--- src/rtl/pmod_da2_pkg.sv ---
// Shared types and constants for the PmodDA2 serial transmitter.
// Holds the FSM state enum, frame geometry, power-down codes and frame packing.
package pmod_da2_pkg;

  localparam int FRAME_BITS = 16;
  localparam int DATA_W     = 12;

  localparam logic [1:0] PD_NORMAL = 2'b00;
  localparam logic [1:0] PD_1K     = 2'b01;
  localparam logic [1:0] PD_100K   = 2'b10;
  localparam logic [1:0] PD_HIZ    = 2'b11;

  typedef enum logic [2:0] {
    IDLE  = 3'd0,
    ARM   = 3'd1,
    SHIFT = 3'd2,
    DONE  = 3'd3,
    GAP   = 3'd4
  } tx_state_e;

  // Offset binary is two's complement with the sign bit flipped.
  function automatic logic [FRAME_BITS-1:0] frame_word(input logic [DATA_W-1:0] din,
                                                       input logic              signed_in,
                                                       input logic [1:0]        pd);
    logic [DATA_W-1:0] code;
    code = signed_in ? {~din[DATA_W-1], din[DATA_W-2:0]} : din;
    return {2'b00, pd, code};
  endfunction

endpackage

--- src/rtl/sclk_tick_gen.sv ---
// Free-running SClk divider; rise/fall strobes are asserted in the clk cycle
// whose closing edge toggles the registered SClk.
module sclk_tick_gen #(
  parameter int CLK_DIV = 4
) (
  input  logic clk,
  input  logic Reset,
  output logic sclk_o,
  output logic rise_ev_o,
  output logic fall_ev_o
);

  localparam int CW = $clog2(CLK_DIV);

  logic [CW-1:0] div_cnt_q, div_cnt_d;
  logic          sclk_q, sclk_d;
  logic          tc;

  assign tc = (div_cnt_q == CW'(CLK_DIV - 1));

  always_comb begin
    div_cnt_d = tc ? '0 : div_cnt_q + CW'(1);
    sclk_d    = tc ? ~sclk_q : sclk_q;
  end

  always_ff @(posedge clk or posedge Reset) begin
    if (Reset) begin
      div_cnt_q <= '0;
      sclk_q    <= 1'b1;
    end else begin
      div_cnt_q <= div_cnt_d;
      sclk_q    <= sclk_d;
    end
  end

  assign sclk_o    = sclk_q;
  assign rise_ev_o = tc & ~sclk_q;
  assign fall_ev_o = tc & sclk_q;

endmodule

--- src/rtl/pmod_da2_tx.sv ---
// PmodDA2 dual-DAC transmitter: accepts a sample pair, then shifts both
// 16-bit frame words out MSB-first under one SYNC_n-framed transfer.
module pmod_da2_tx
  import pmod_da2_pkg::*;
#(
  parameter int         CLK_DIV   = 4,
  parameter int         SIGNED_IN = 1,
  parameter logic [1:0] PD_MODE   = PD_NORMAL
) (
  input  logic              clk,
  input  logic              Reset,
  input  logic [DATA_W-1:0] din_a,
  input  logic [DATA_W-1:0] din_b,
  input  logic              din_valid,
  output logic              din_ready,
  output logic              busy,
  output logic              tx_done,
  output logic              SClk,
  output logic              SYNC_n,
  output logic              D0,
  output logic              D1,
  output logic [2:0]        dbg_state_o
);

  // Handshake: a pair is taken on any clk edge where din_valid && din_ready;
  // din_ready is high exactly while the FSM sits in IDLE.

  tx_state_e             state_q, state_d;
  logic [FRAME_BITS-1:0] sh_a_q, sh_a_d;
  logic [FRAME_BITS-1:0] sh_b_q, sh_b_d;
  logic [4:0]            bitcnt_q, bitcnt_d;
  logic                  sync_n_q, sync_n_d;
  logic                  d0_q, d0_d;
  logic                  d1_q, d1_d;
  logic                  tx_done_q, tx_done_d;
  logic                  rise_ev, fall_ev;

  sclk_tick_gen #(
    .CLK_DIV (CLK_DIV)
  ) u_tick (
    .clk       (clk),
    .Reset     (Reset),
    .sclk_o    (SClk),
    .rise_ev_o (rise_ev),
    .fall_ev_o (fall_ev)
  );

  always_comb begin
    state_d   = state_q;
    sh_a_d    = sh_a_q;
    sh_b_d    = sh_b_q;
    bitcnt_d  = bitcnt_q;
    sync_n_d  = sync_n_q;
    d0_d      = d0_q;
    d1_d      = d1_q;
    tx_done_d = 1'b0;
    case (state_q)
      IDLE: begin
        if (din_valid) begin
          sh_a_d  = frame_word(din_a, SIGNED_IN != 0, PD_MODE);
          sh_b_d  = frame_word(din_b, SIGNED_IN != 0, PD_MODE);
          state_d = ARM;
        end
      end
      ARM: begin
        if (rise_ev) begin
          sync_n_d = 1'b0;
          d0_d     = sh_a_q[FRAME_BITS-1];
          d1_d     = sh_b_q[FRAME_BITS-1];
          bitcnt_d = '0;
          state_d  = SHIFT;
        end
      end
      SHIFT: begin
        // The DAC latches on the fall; the next bit is presented on the rise.
        if (fall_ev) begin
          sh_a_d   = {sh_a_q[FRAME_BITS-2:0], 1'b0};
          sh_b_d   = {sh_b_q[FRAME_BITS-2:0], 1'b0};
          bitcnt_d = bitcnt_q + 5'd1;
          if (bitcnt_q == 5'(FRAME_BITS - 1)) state_d = DONE;
        end
        if (rise_ev && (bitcnt_q < 5'(FRAME_BITS))) begin
          d0_d = sh_a_q[FRAME_BITS-1];
          d1_d = sh_b_q[FRAME_BITS-1];
        end
      end
      DONE: begin
        if (rise_ev) begin
          sync_n_d  = 1'b1;
          d0_d      = 1'b0;
          d1_d      = 1'b0;
          tx_done_d = 1'b1;
          state_d   = GAP;
        end
      end
      GAP: begin
        if (rise_ev) state_d = IDLE;
      end
      default: state_d = IDLE;
    endcase
  end

  always_ff @(posedge clk or posedge Reset) begin
    if (Reset) begin
      state_q   <= IDLE;
      sh_a_q    <= '0;
      sh_b_q    <= '0;
      bitcnt_q  <= '0;
      sync_n_q  <= 1'b1;
      d0_q      <= 1'b0;
      d1_q      <= 1'b0;
      tx_done_q <= 1'b0;
    end else begin
      state_q   <= state_d;
      sh_a_q    <= sh_a_d;
      sh_b_q    <= sh_b_d;
      bitcnt_q  <= bitcnt_d;
      sync_n_q  <= sync_n_d;
      d0_q      <= d0_d;
      d1_q      <= d1_d;
      tx_done_q <= tx_done_d;
    end
  end

  assign din_ready   = (state_q == IDLE);
  assign busy        = (state_q != IDLE);
  assign tx_done     = tx_done_q;
  assign SYNC_n      = sync_n_q;
  assign D0          = d0_q;
  assign D1          = d1_q;
  assign dbg_state_o = state_q;

endmodule

--- config.mk ---
export PLATFORM = sky130hd
export DESIGN_NAME = pmod_da2_tx
export DESIGN_NICKNAME = d
export VERILOG_FILES = /design/src/rtl/pmod_da2_pkg.sv /design/src/rtl/sclk_tick_gen.sv /design/src/rtl/pmod_da2_tx.sv
export SDC_FILE = /design/constraint.sdc
export NUM_CORES = 1
export LEC_CHECK = 0
export CORE_ASPECT_RATIO = 0.8
export CORE_MARGIN = 2
export CORE_UTILIZATION = 47
export CTS_CLUSTER_SIZE = 28
export DETAILED_ROUTE_END_ITERATION = 10
export HOLD_SLACK_MARGIN = 0.03
export PLACE_DENSITY_LB_ADDON = 0.05
export SLEW_MARGIN = 30
export SYNTH_ARGS = -nofsm -noshare
export SYNTH_HDL_FRONTEND = slang
export SYNTH_SLANG_ARGS = --single-unit
--- constraint.sdc ---
create_clock -name clk -period 1.5 [get_ports clk]
set_input_delay 0.3 -clock clk [delete_from_list [all_inputs] [get_ports clk]]
set_output_delay 0.3 -clock clk [all_outputs]
set_load 0.02 [all_outputs]
# --- Word-level counts from Yosys, hierarchy flattened ---
# Cells that the tools add are included.
# Widths: inputs -> output; s select.
totals:
  reg_bits: 47
  latchBits: 0
  ram_bits: 0
  rom_bits: 0
  output_inout_bits: 10
  wordCells: 71
  mem_count: 0
classes:
  add_sub_neg: 2
  multipliers: 0
  n_div: 0
  n_lt_le_gt_ge: 1
  eq_ne: 13
  shift: 0
  muxes: 28
  n_bitwise: 5
  n_reduce_logical: 12
op_table:
  columns: ["operator", "n"]
  rows:
  - ["$mux 16", 4]
  - ["$pmux 16 s2", 2]
  - ["$mux 3", 6]
  - ["$pmux 3 s5", 1]
  - ["$ne 2x2->1 const B", 7]
  - ["$mux 5", 2]
  - ["$pmux 5 s2", 1]
  - ["$reduce_and 3->1", 3]
  - ["$mux 1", 8]
  - ["$eq 3x2->1 const B", 2]
  - ["$pmux 1 s3", 2]
  - ["$reduce_and 6->1", 1]
  - ["$reduce_bool 2->1", 3]
  - ["$reduce_bool 3->1", 2]
  - ["$add 5x1->5 const B", 1]
  - ["$eq 5x4->1 const B", 1]
  - ["$lt 5x5->1 const B", 1]
  - ["$reduce_and 4->1", 1]
  - ["$eq 3x1->1 const B", 1]
  - ["$eq 3x3->1 const B", 1]
  - ["$logic_not 3->1", 1]
  - ["$not 1->1", 3]
  - ["$add 2x1->2 const B", 1]
  - ["$and 1x1->1", 2]
  - ["other kinds (4)", 4]

# --- Logic depth before layout (Yosys ltp) ---
# Gate-level depths: netlist of the first run.
depth:
  depth_word: 5
  ltp_mapped: 7
  ltp_nobuf: 6

# --- Modules after synthesis ---
# Synthesis of the first run repeated with hierarchy kept, for this count alone.
unflattened:
  hier_cells: 161
  area_unflattened_um2: 2200.9
modules_own_cells:
  columns: ["module", "instances", "cells_per_inst", "area_per_inst_um2"]
  rows:
  - ["pmod_da2_tx", 1, 152, 2079.5]
  - ["sclk_tick_gen", 1, 9, 121.4]

# --- Least setup slack after synthesis of the first run ---
# No wires, ideal clock.
synth_timing:
  path_kind: "flip-flop to output port"
  from: "register state_q[1] (netlist: dbg_state_o[1])"
  to: "output busy"
  arrival_ns: 1.667
  path_slack_ns: -0.467
  stages_incl_launch_ff: 5
  cell_sequence: "dfrtp_1 -> buf_2 -> buf_1 -> nor3_1 -> inv_1"
synth_between:
  elab_chain_len: 1
synth_rtl:
  columns: ["item", "line", "rtl"]
  rows:
  - ["start, declared", "pmod_da2_tx.sv:28", "tx_state_e state_q, state_d;"]
  - ["start signal, assigned", "pmod_da2_tx.sv:114", "state_q <= state_d;"]
  - ["$reduce_bool 3->1", "pmod_da2_tx.sv:126", "assign busy = (state_q != IDLE);"]
  - ["end, declared", "pmod_da2_tx.sv:16", "output logic busy,"]
# Every way passes these cells.

# --- Final worst setup path of the first run ---
layout_timing:
  from: "register state_q[1] (netlist: dbg_state_o[1])"
  to: "register sh_a_q[13]"
layout_between:
  elab_chain_len: 3
  word_cells_on_any_way: 7
  cone_classes: "eq/ne: 3; mux: 1; reduce/logical: 3"
layout_rtl:
  columns: ["item", "line", "rtl"]
  rows:
  - ["$eq 3x2->1 or $logic_not 3->1 (tied branches)", "pmod_da2_tx.sv:57", "case (state_q)"]
  - ["$ne 2x2->1 (no source line) or $reduce_bool 2->1 (tied branches)", null, null]
  - ["$reduce_and 3->1 (no source line)", null, null]
  - ["end signal, assigned", "pmod_da2_tx.sv:106", "sh_a_q <= '0;"]
  - ["end signal, assigned", "pmod_da2_tx.sv:115", "sh_a_q <= sh_a_d;"]
  - ["end, declared", "pmod_da2_tx.sv:29", "logic [FRAME_BITS-1:0] sh_a_q, sh_a_d;"]
# Several ways; a longest one is shown, not always the timed one.
# A chain may end at the register's enable or synchronous reset.

==> results of run 1 <==
==> cell usage in the layout, fill, tap and decap left out, types with 3 or more instances in the layout <==
master / n
o21ai_1: 20
nand2b_1: 3
o21ai_2: 15
dfrtp_2: 3
nand2_2: 17
dlygate4sd2_1: 5
buf_6: 8
mux2i_1: 20
nand2_1: 24
buf_12: 4
nor2_1: 8
nand3b_1: 3
buf_16: 3
nand3_1: 3
nand2_4: 6
clkbuf_8: 7
clkdlybuf4s50_1: 26
clkbuf_16: 3
o21ai_0: 3
a21oi_1: 4
dfrtp_1: 42
inv_1: 3
buf_4: 8
==> sequential cells by signal (all words and copies together) (netlist names) <==
| name | flops |
|---|---|
| bitcnt_q | 5 |
| sh_b_q | 16 |
| SYNC_n | 1 |
| sh_a_q | 16 |
| D1 | 1 |
| dbg_state_o | 3 |
| u_tick.sclk_o | 1 |
| u_tick.div_cnt_q | 2 |
| D0 | 1 |
| tx_done | 1 |
==> per-stage QoR <==
stage	setup WS [ps]	power (uW)	hold WS [ps]
floorplan	-103	1350	403
global placement	-162	1440	415
global route	-142	2360	301
detailed placement	-234	1450	431
finish	-86.2	2270	288
CTS	-67.5	2280	289
==> cell type report <==
cell class	instances	area (um2)
fillers	286	1090
flip-flops and latches	47	1180
multi-input cells	150	1090
well taps	57	71.3
inverters	5	18.8
repair buffers	61	723
clock buffers	8	100
==> where the power goes <==
part	switching (uW)	internal (uW)	total, uW
Combinational	53.1	86.0	139
Clock	414	421	835
Sequential	11.5	1280	1290
==> cells by family (layout without fill, tap and decap cells) <==
family | Yosys count | count (layout) | synth area share, %
xor+xnor | 2 | 2 | 0.816
compound gates | 47 | 47 | 11.7
fa+ha+maj | 3 | 3 | 1.75
mux | 23 | 23 | 10.8
simple gates | 75 | 75 | 15.7
buf+inv | 20 | 74 | 4.31
flops | 47 | 47 | 54.9
==> path summary, 6_finish.rpt <==
check                                     from                  end  slack, ps  cells past startpoint
min in group clk           u_tick.div_cnt_q[0]  u_tick.div_cnt_q[0]        480                      1
setup / recovery                dbg_state_o[1]           sh_a_q[13]        -90                      6
hold reg to reg            u_tick.div_cnt_q[0]  u_tick.div_cnt_q[0]        480                      1
setup reg to reg                dbg_state_o[1]           sh_a_q[13]        -90                      6
hold / removal                           Reset          bitcnt_q[4]        290                      2
max in group asynchronous                Reset            sh_a_q[0]        790                      3
==> Yosys cell counts <==
cell type and count:
a211o_1 1, a21o_1 1, a21oi_1 4, a31o_2 1, and3_1 1, and3b_1 1
buf_1 1, buf_2 5, buf_4 1, buf_6 1, clkbuf_1 7, dfrtp_1 45
dfstp_2 2, ha_1 3, inv_1 5, mux2_2 1, mux2i_1 22, nand2_1 47
nand2b_1 4, nand3_1 4, nand3b_1 3, nor2_1 8, nor2b_1 1, nor3_1 1
nor3b_1 2, o211ai_1 1, o21ai_0 37, o21ai_1 1, o31ai_1 1, or3_1 1
or3b_1 1, or4_1 1, xor2_1 2
==> layer usage <==
layer	vias up	track usage (%)
li1	847	-
met4	0	7.76
met5	-	0
met3	11	3.76
met1	837	25.2
met2	40	33.4
==> repair_timing <==
action                                  CTS  global route
gates cloned                              3             4
endpoints found under the setup margin   43            39
buffers inserted                          0             3
resized for setup                        44            76
pin swaps                                 1            15
==> impl_metrics.ini, run 1 <==
[setup_path]
crit_path_end_kind = flop
path_buf_inv = 2
crit_arrival_ps = 1780
slowest_delay_ps = 450
worstPathCellList = buf_6, nand2b_4, a211o_4, clkbuf_16, nand2_2, o21ai_1
crit_path_start_kind = flop
critPathSlowestCell = a211o_4
worstSetupPathType = flop to flop
required_ps = 1690
crit_fanout = 8
critPathTopFamily = compound AO/OA/AOI/OAI gates

[synth]
netlist_top_cells_area = dfrtp_1 52%, mux2i_1 10%, o21ai_0 8.6%
ys_seq_elements = 47
synth.top_cell.area_share_pct = 52.5
avgSynthCellArea_um2 = 9.89
synth_area_um2 = 2150
ys_seq_area_share_pct = 54.9
yosys.area.top_type = dfrtp_1
synth_fp_nets = 247
ys_types = 33
syn_inst = 217
yosysWarnings = 0

[grt]
gr-total-overflow = 0
grt_pass1_wl_mm = 7.85
grt_pass1_vias = 1717
grtUsageTotal_pct = 19.8
antenna_found_initial = 0
grt_max_degree = 33

[sta]
slew_headroom_pct = 76.1
final.setup_skew_ps = 5.59
drv_slew = 0
hold_viol = 0
tns_ps = -2120
fmax_mhz = 630
fin_ws_ps = -86.2
setup_viol = 35
period_share_pct = 106
worst_slew_pin_slew_ps = 358
rsz0062_at_grt = true
period_minus_slack_ps = 1590

[clock_network]
clk_path_buf_depth = 2
clk_latency_ps = 300
hold_buffers = 0
tritoncts = built
cts-htree-levels = 2
clk_pin_slew_worst_paths_ps = 90
numCtsBuffers = 5
cts.sink_count = 47
cts-root-buf = clkbuf_8

[routing]
drtIter0Drc = 53
vias = 1735
routed-wl-met3_um = 163
wl_met1_mm = 2.25
drcViolationCount = 0
routed.top_layer = met4
ant_nets = 0
viasPerCell = 5.29
routedWlPerCell_um = 15.6
wirelength_mm = 5.10
wl_met2_mm = 2.59
dr.pass1.iters = 4

[power_and_ir_drop]
vdd_drop_max_mv = 0.647
power_density_nw_per_um2 = 711
p_leak_uw = 0.00145

[place]
place_inst = 310
place_congestion = 0.828
dp_hpwl_mm = 2.95
port_buffers = 36
place_area_um2 = 2700

[finish]
fin_util_pct = 74.4
nets = 300
fin_area_um2 = 3190
layout.cells.non_filler = 328
drive_above_1_share_pct = 34.7
synthToLayoutAreaGrowth_pct = 48.6
antenna_cells = 0

[floorplan]
core_um2 = 4280
fp.dieArea_um2 = 5130
pin_count = 37
die_w_um = 79.5
start_util_pct = 50.1
die_y_um = 64.4
rows = 21

[worst_hold_path]
min_path_type = primary input to async pin

[job]
timing.max_cap.violations = 0

[outcome]
status = finished, violations left
violations = negative setup slack
(Power assumes the default switching activity.)
==> inputs of run 2 (changes only) <==
Settings changed: CORE_UTILIZATION 47 to 56.
Clock period 1.5 ns to 1.85 ns, I/O delays scaled along.
==> run 2 against run 1 <==
  * The flow now finishes without violations
  * Sequential share of layout area up 7.0 points
  * Via count shrank 7.5%
  * Flip-flop and latch count unchanged
  * Non-clock buffer count decreased by 16
  * Sequential power shrank 19%
  * Worst setup slack better by 140 ps
  * Highest routed layer unchanged
==> impl_metrics.ini, run 2 (synthesis results as in run 1) <==
[floorplan]
start_util_pct = 57.6
rows = 20
fp.dieArea_um2 = 4350
die_y_um = 59.4
core_um2 = 3730
die_w_um = 73.2
pin_count = 37

[place]
port_buffers = 36
place_congestion = 0.793
dp_hpwl_mm = 2.73

[setup_path]
required_ps = 1480
worstSetupPathType = flop to output port
crit_arrival_ps = 1430
crit_path_end_kind = output port
ff2ff_path_depth = 5
crit_fanout = 2
reg2reg_from = dbg_state_o[1]
critPathLaunch = SYNC_n
critPathTopFamily = buffers and inverters
r2r_end = bitcnt_q[3]
worstSetupEndpoint = SYNC_n
slowest_delay_ps = 600
r2r_slack_ps = 120
critPathSlowestCell = clkdlybuf4s50_1
worstPathCellList = clkdlybuf4s50_1
crit_path_start_kind = flop
path_buf_inv = 1
cp_num_cells = 1

[grt]
grt_pass1_vias = 1552
grt_pass1_wl_mm = 6.67
antenna_found_initial = 0
gr-total-overflow = 0
grt_max_degree = 65
grtUsageTotal_pct = 20.4

[clock_network]
clk_pin_slew_worst_paths_ps = 80
clk_path_buf_depth = 2
tritoncts = built
post_cts_resized = 5
clk_latency_ps = 300
hold_buffers = 0
cts-htree-levels = 2
cts.sink_count = 47
cts_setup_buffers = 0
numCtsBuffers = 5
cts-root-buf = clkbuf_8

[sta]
drv_slew = 0
slew_headroom_pct = 70.3
period_share_pct = 97.3
rsz0062_at_grt = false
hold_viol = 0
period_minus_slack_ps = 1800
fmax_mhz = 555
final.setup_skew_ps = 4.09
tns_ps = 0
setup_viol = 0
worst_slew_pin_slew_ps = 446

[finish]
fillers = 261
fin_util_pct = 71.8
antenna_cells = 0
multi_input_area_um2 = 885
mostFrequentLayoutCells = 47 x nand2_1, 44 x dfrtp_1, 37 x o21ai_0
seq_area_um2 = 1180
top_regs = sh_a_q x16, sh_b_q x16, bitcnt_q x5
nets = 284
drive_above_1_share_pct = 9.41
synthToLayoutAreaGrowth_pct = 24.7
final_common_cell = nand2_1

[power_and_ir_drop]
power_density_nw_per_um2 = 677
vdd_drop_max_mv = 0.439
p_leak_uw = 0.00127
total_power_uw = 1810

[routing]
drtIter0Drc = 70
routedWlPerCell_um = 12.8
drcViolationCount = 0
dr.pass1.iters = 4
vias = 1605
ant_nets = 0
viasPerCell = 5.37
wirelength_mm = 3.84

[outcome]
status = finished clean

[worst_hold_path]
min_path_type = primary input to async pin

[job]
timing.max_cap.violations = 0
==> run 2: cell type report <==
class	instances	area share, %
Multi-Input combinational cell	150	33.1
Timing Repair Buffer	45	16.4
Tap cell	44	2.06
Inverter	5	0.701
Sequential cell	47	44.1
Clock buffer	8	3.74
==> run 2: stage by stage <==
stage / cell area (um2) / hold WS, ps / worst slack [ps] / instances
after global routing: 2680 / 439 / 1.94 / 299
after global placement: 2580 / 414 / 159 / 291
after floorplan: 2150 / 403 / 49.5 / 217
after detailed placement: 2580 / 428 / 107 / 291
final: 2680 / 393 / 49.8 / 299
after CTS: 2670 / 405 / 29.1 / 299
==> run 2: worst min-delay path by stage <==
stage,startpoint,endpoint,slack (ps)
after floorplan,u_tick.div_cnt_q[0],u_tick.div_cnt_q[0],400
after global placement,u_tick.div_cnt_q[0],u_tick.div_cnt_q[0],410
after detailed placement,u_tick.div_cnt_q[0],u_tick.div_cnt_q[0],430
after CTS,Reset,sh_a_q[13],400
after global routing,Reset,sh_a_q[14],440
final,Reset,bitcnt_q[0],390
==> run 2: routing by layer <==
layer	up-vias	global-route usage [%]	share of wire, %	wire length, um
li1	806	-	-	-
met1	757	26.2	46	1780
met2	33	33.2	48	1840
met3	9	4.08	3.6	138
met4	0	10.1	2.1	79
met5	-	0	0	0
==> run 2: power by group <==
part | switching [uW] | internal, uW | leakage, uW
Sequential | 6.98 | 1040 | 0.000600
Clock | 325 | 341 | 0.0000515
Combinational | 37.9 | 61.0 | 0.000621
==> inputs of run 3 (changes only) <==
Settings changed: ABC_CLOCK_PERIOD_IN_PS set to 1850, CORE_UTILIZATION 56 to 50, SKIP_CTS_REPAIR_TIMING set to 1.
==> run 3 against run 2 <==
  * Non-clock buffer count grew 2
  * Wire length shrank 1.5%
  * Die area grew 11%
  * Maximum frequency grew 0.46%
  * Global-route usage shrank 3.1 points
  * Highest routed layer unchanged
==> impl_metrics.ini, run 3 (synthesis results as in run 1) <==
[finish]
top_regs = sh_a_q x16, sh_b_q x16, bitcnt_q x5
drive_above_1_share_pct = 10.5
final_common_cell = nand2_1
fin_util_pct = 66.0
layout.cells.non_filler = 314
antenna_cells = 0
nets = 286
mostFrequentLayoutCells = 47 x nand2_1, 44 x dfrtp_1, 37 x o21ai_0
synthToLayoutAreaGrowth_pct = 27.7

[sta]
setup_viol = 0
slew_headroom_pct = 72.9
final.setup_skew_ps = 6.86
rsz0062_at_grt = false
worst_slew_pin_slew_ps = 406
period_share_pct = 96.9
drv_slew = 0
fin_ws_ps = 58.0
fmax_mhz = 558
period_minus_slack_ps = 1790
hold_viol = 0
hold_ws_ps = 382

[clock_network]
clk_pin_slew_worst_paths_ps = 90
cts.sink_count = 47
clk_latency_ps = 300
cts-htree-levels = 2
clk_path_buf_depth = 2
numCtsBuffers = 5
cts-root-buf = clkbuf_8
tritoncts = built

[floorplan]
start_util_pct = 51.7
die_w_um = 77.2
pin_count = 37
fp.dieArea_um2 = 4830
rows = 21
die_y_um = 62.6
core_um2 = 4150

[place]
dp_hpwl_mm = 2.75
pre_cts_slack_ps = 130
port_buffers = 36
place_inst = 306
place_congestion = 0.864

[setup_path]
crit_path_end_kind = output port
critPathSlowestCell = clkdlybuf4s50_1
reg2reg_from = dbg_state_o[1]
crit_path_start_kind = flop
cp_num_cells = 1
critPathLaunch = SYNC_n
critPathTopFamily = buffers and inverters
crit_arrival_ps = 1420
worstSetupPathType = flop to output port
ff2ff_path_depth = 5
crit_fanout = 2
required_ps = 1480
slowest_delay_ps = 590
worstPathCellList = clkdlybuf4s50_1
path_buf_inv = 1

[grt]
antenna_found_initial = 0
grt_max_degree = 65
grtUsageTotal_pct = 17.3
gr-total-overflow = 0
grt_pass1_vias = 1529
grt_pass1_wl_mm = 6.66

[worst_hold_path]
min_path_type = primary input to async pin

[job]
timing.max_cap.violations = 0

[outcome]
status = finished clean

[routing]
viasPerCell = 5.13
drtIter0Drc = 59
ant_nets = 0
dr.pass1.iters = 4
drcViolationCount = 0
vias = 1612
routedWlPerCell_um = 12.0
wirelength_mm = 3.78

[power_and_ir_drop]
power_density_nw_per_um2 = 698
vdd_drop_max_mv = 0.424
p_leak_uw = 0.00133
==> run 3: changes by cell type in the layout (fill, tap and decap cells not counted), sizes merged, moves of 2 or more <==
cell,previous run,this run
buf,9,11
dlymetal6s2s,1,6
dlygate4sd2,4,0
clkbuf,8,5
==> run 3: stage by stage <==
step / setup TNS, ps / area (um2) / power, uW
after global routing: 0 / 2740 / 1980
after CTS: -509 / 2720 / 1940
after global placement: 0 / 2610 / 1170
final: 0 / 2740 / 1910
after detailed placement: 0 / 2610 / 1170
after floorplan: 0 / 2150 / 1100
==> run 3: area by class of cell <==
cell class                      instances  area (um2)
Clock buffer                            5        68.8
Clock inverter                          3        46.3
Fill cell                             347        1410
Inverter                                5        18.8
Multi-Input combinational cell        150         885
Sequential cell                        47        1180
Tap cell                               57        71.3
Timing Repair Buffer                   47         470
==> run 3: metal layers <==
layer	global-route usage [%]	vias to the layer above	share of wire, %
met4	6.70	0	1.6
met1	21.9	762	48
met5	0	-	0
li1	-	811	-
met2	28.8	31	46
met3	4.05	8	4.0
==> run 3: worst paths after layout <==
check,end,slack [ps]
max reg2reg,bitcnt_q[3],200
max,SYNC_n,60
max in group asynchronous,sh_a_q[5],980
min,bitcnt_q[2],380
min in group clk,u_tick.div_cnt_q[0],420
min reg2reg,u_tick.div_cnt_q[0],420
==> run 3: power by group <==
group	internal, uW	leakage (uW)	switching [uW]	total (uW)
Clock	407	0.0000548	357	764
Sequential	1040	0.000600	7.27	1050
Combinational	63.5	0.000673	38.3	102
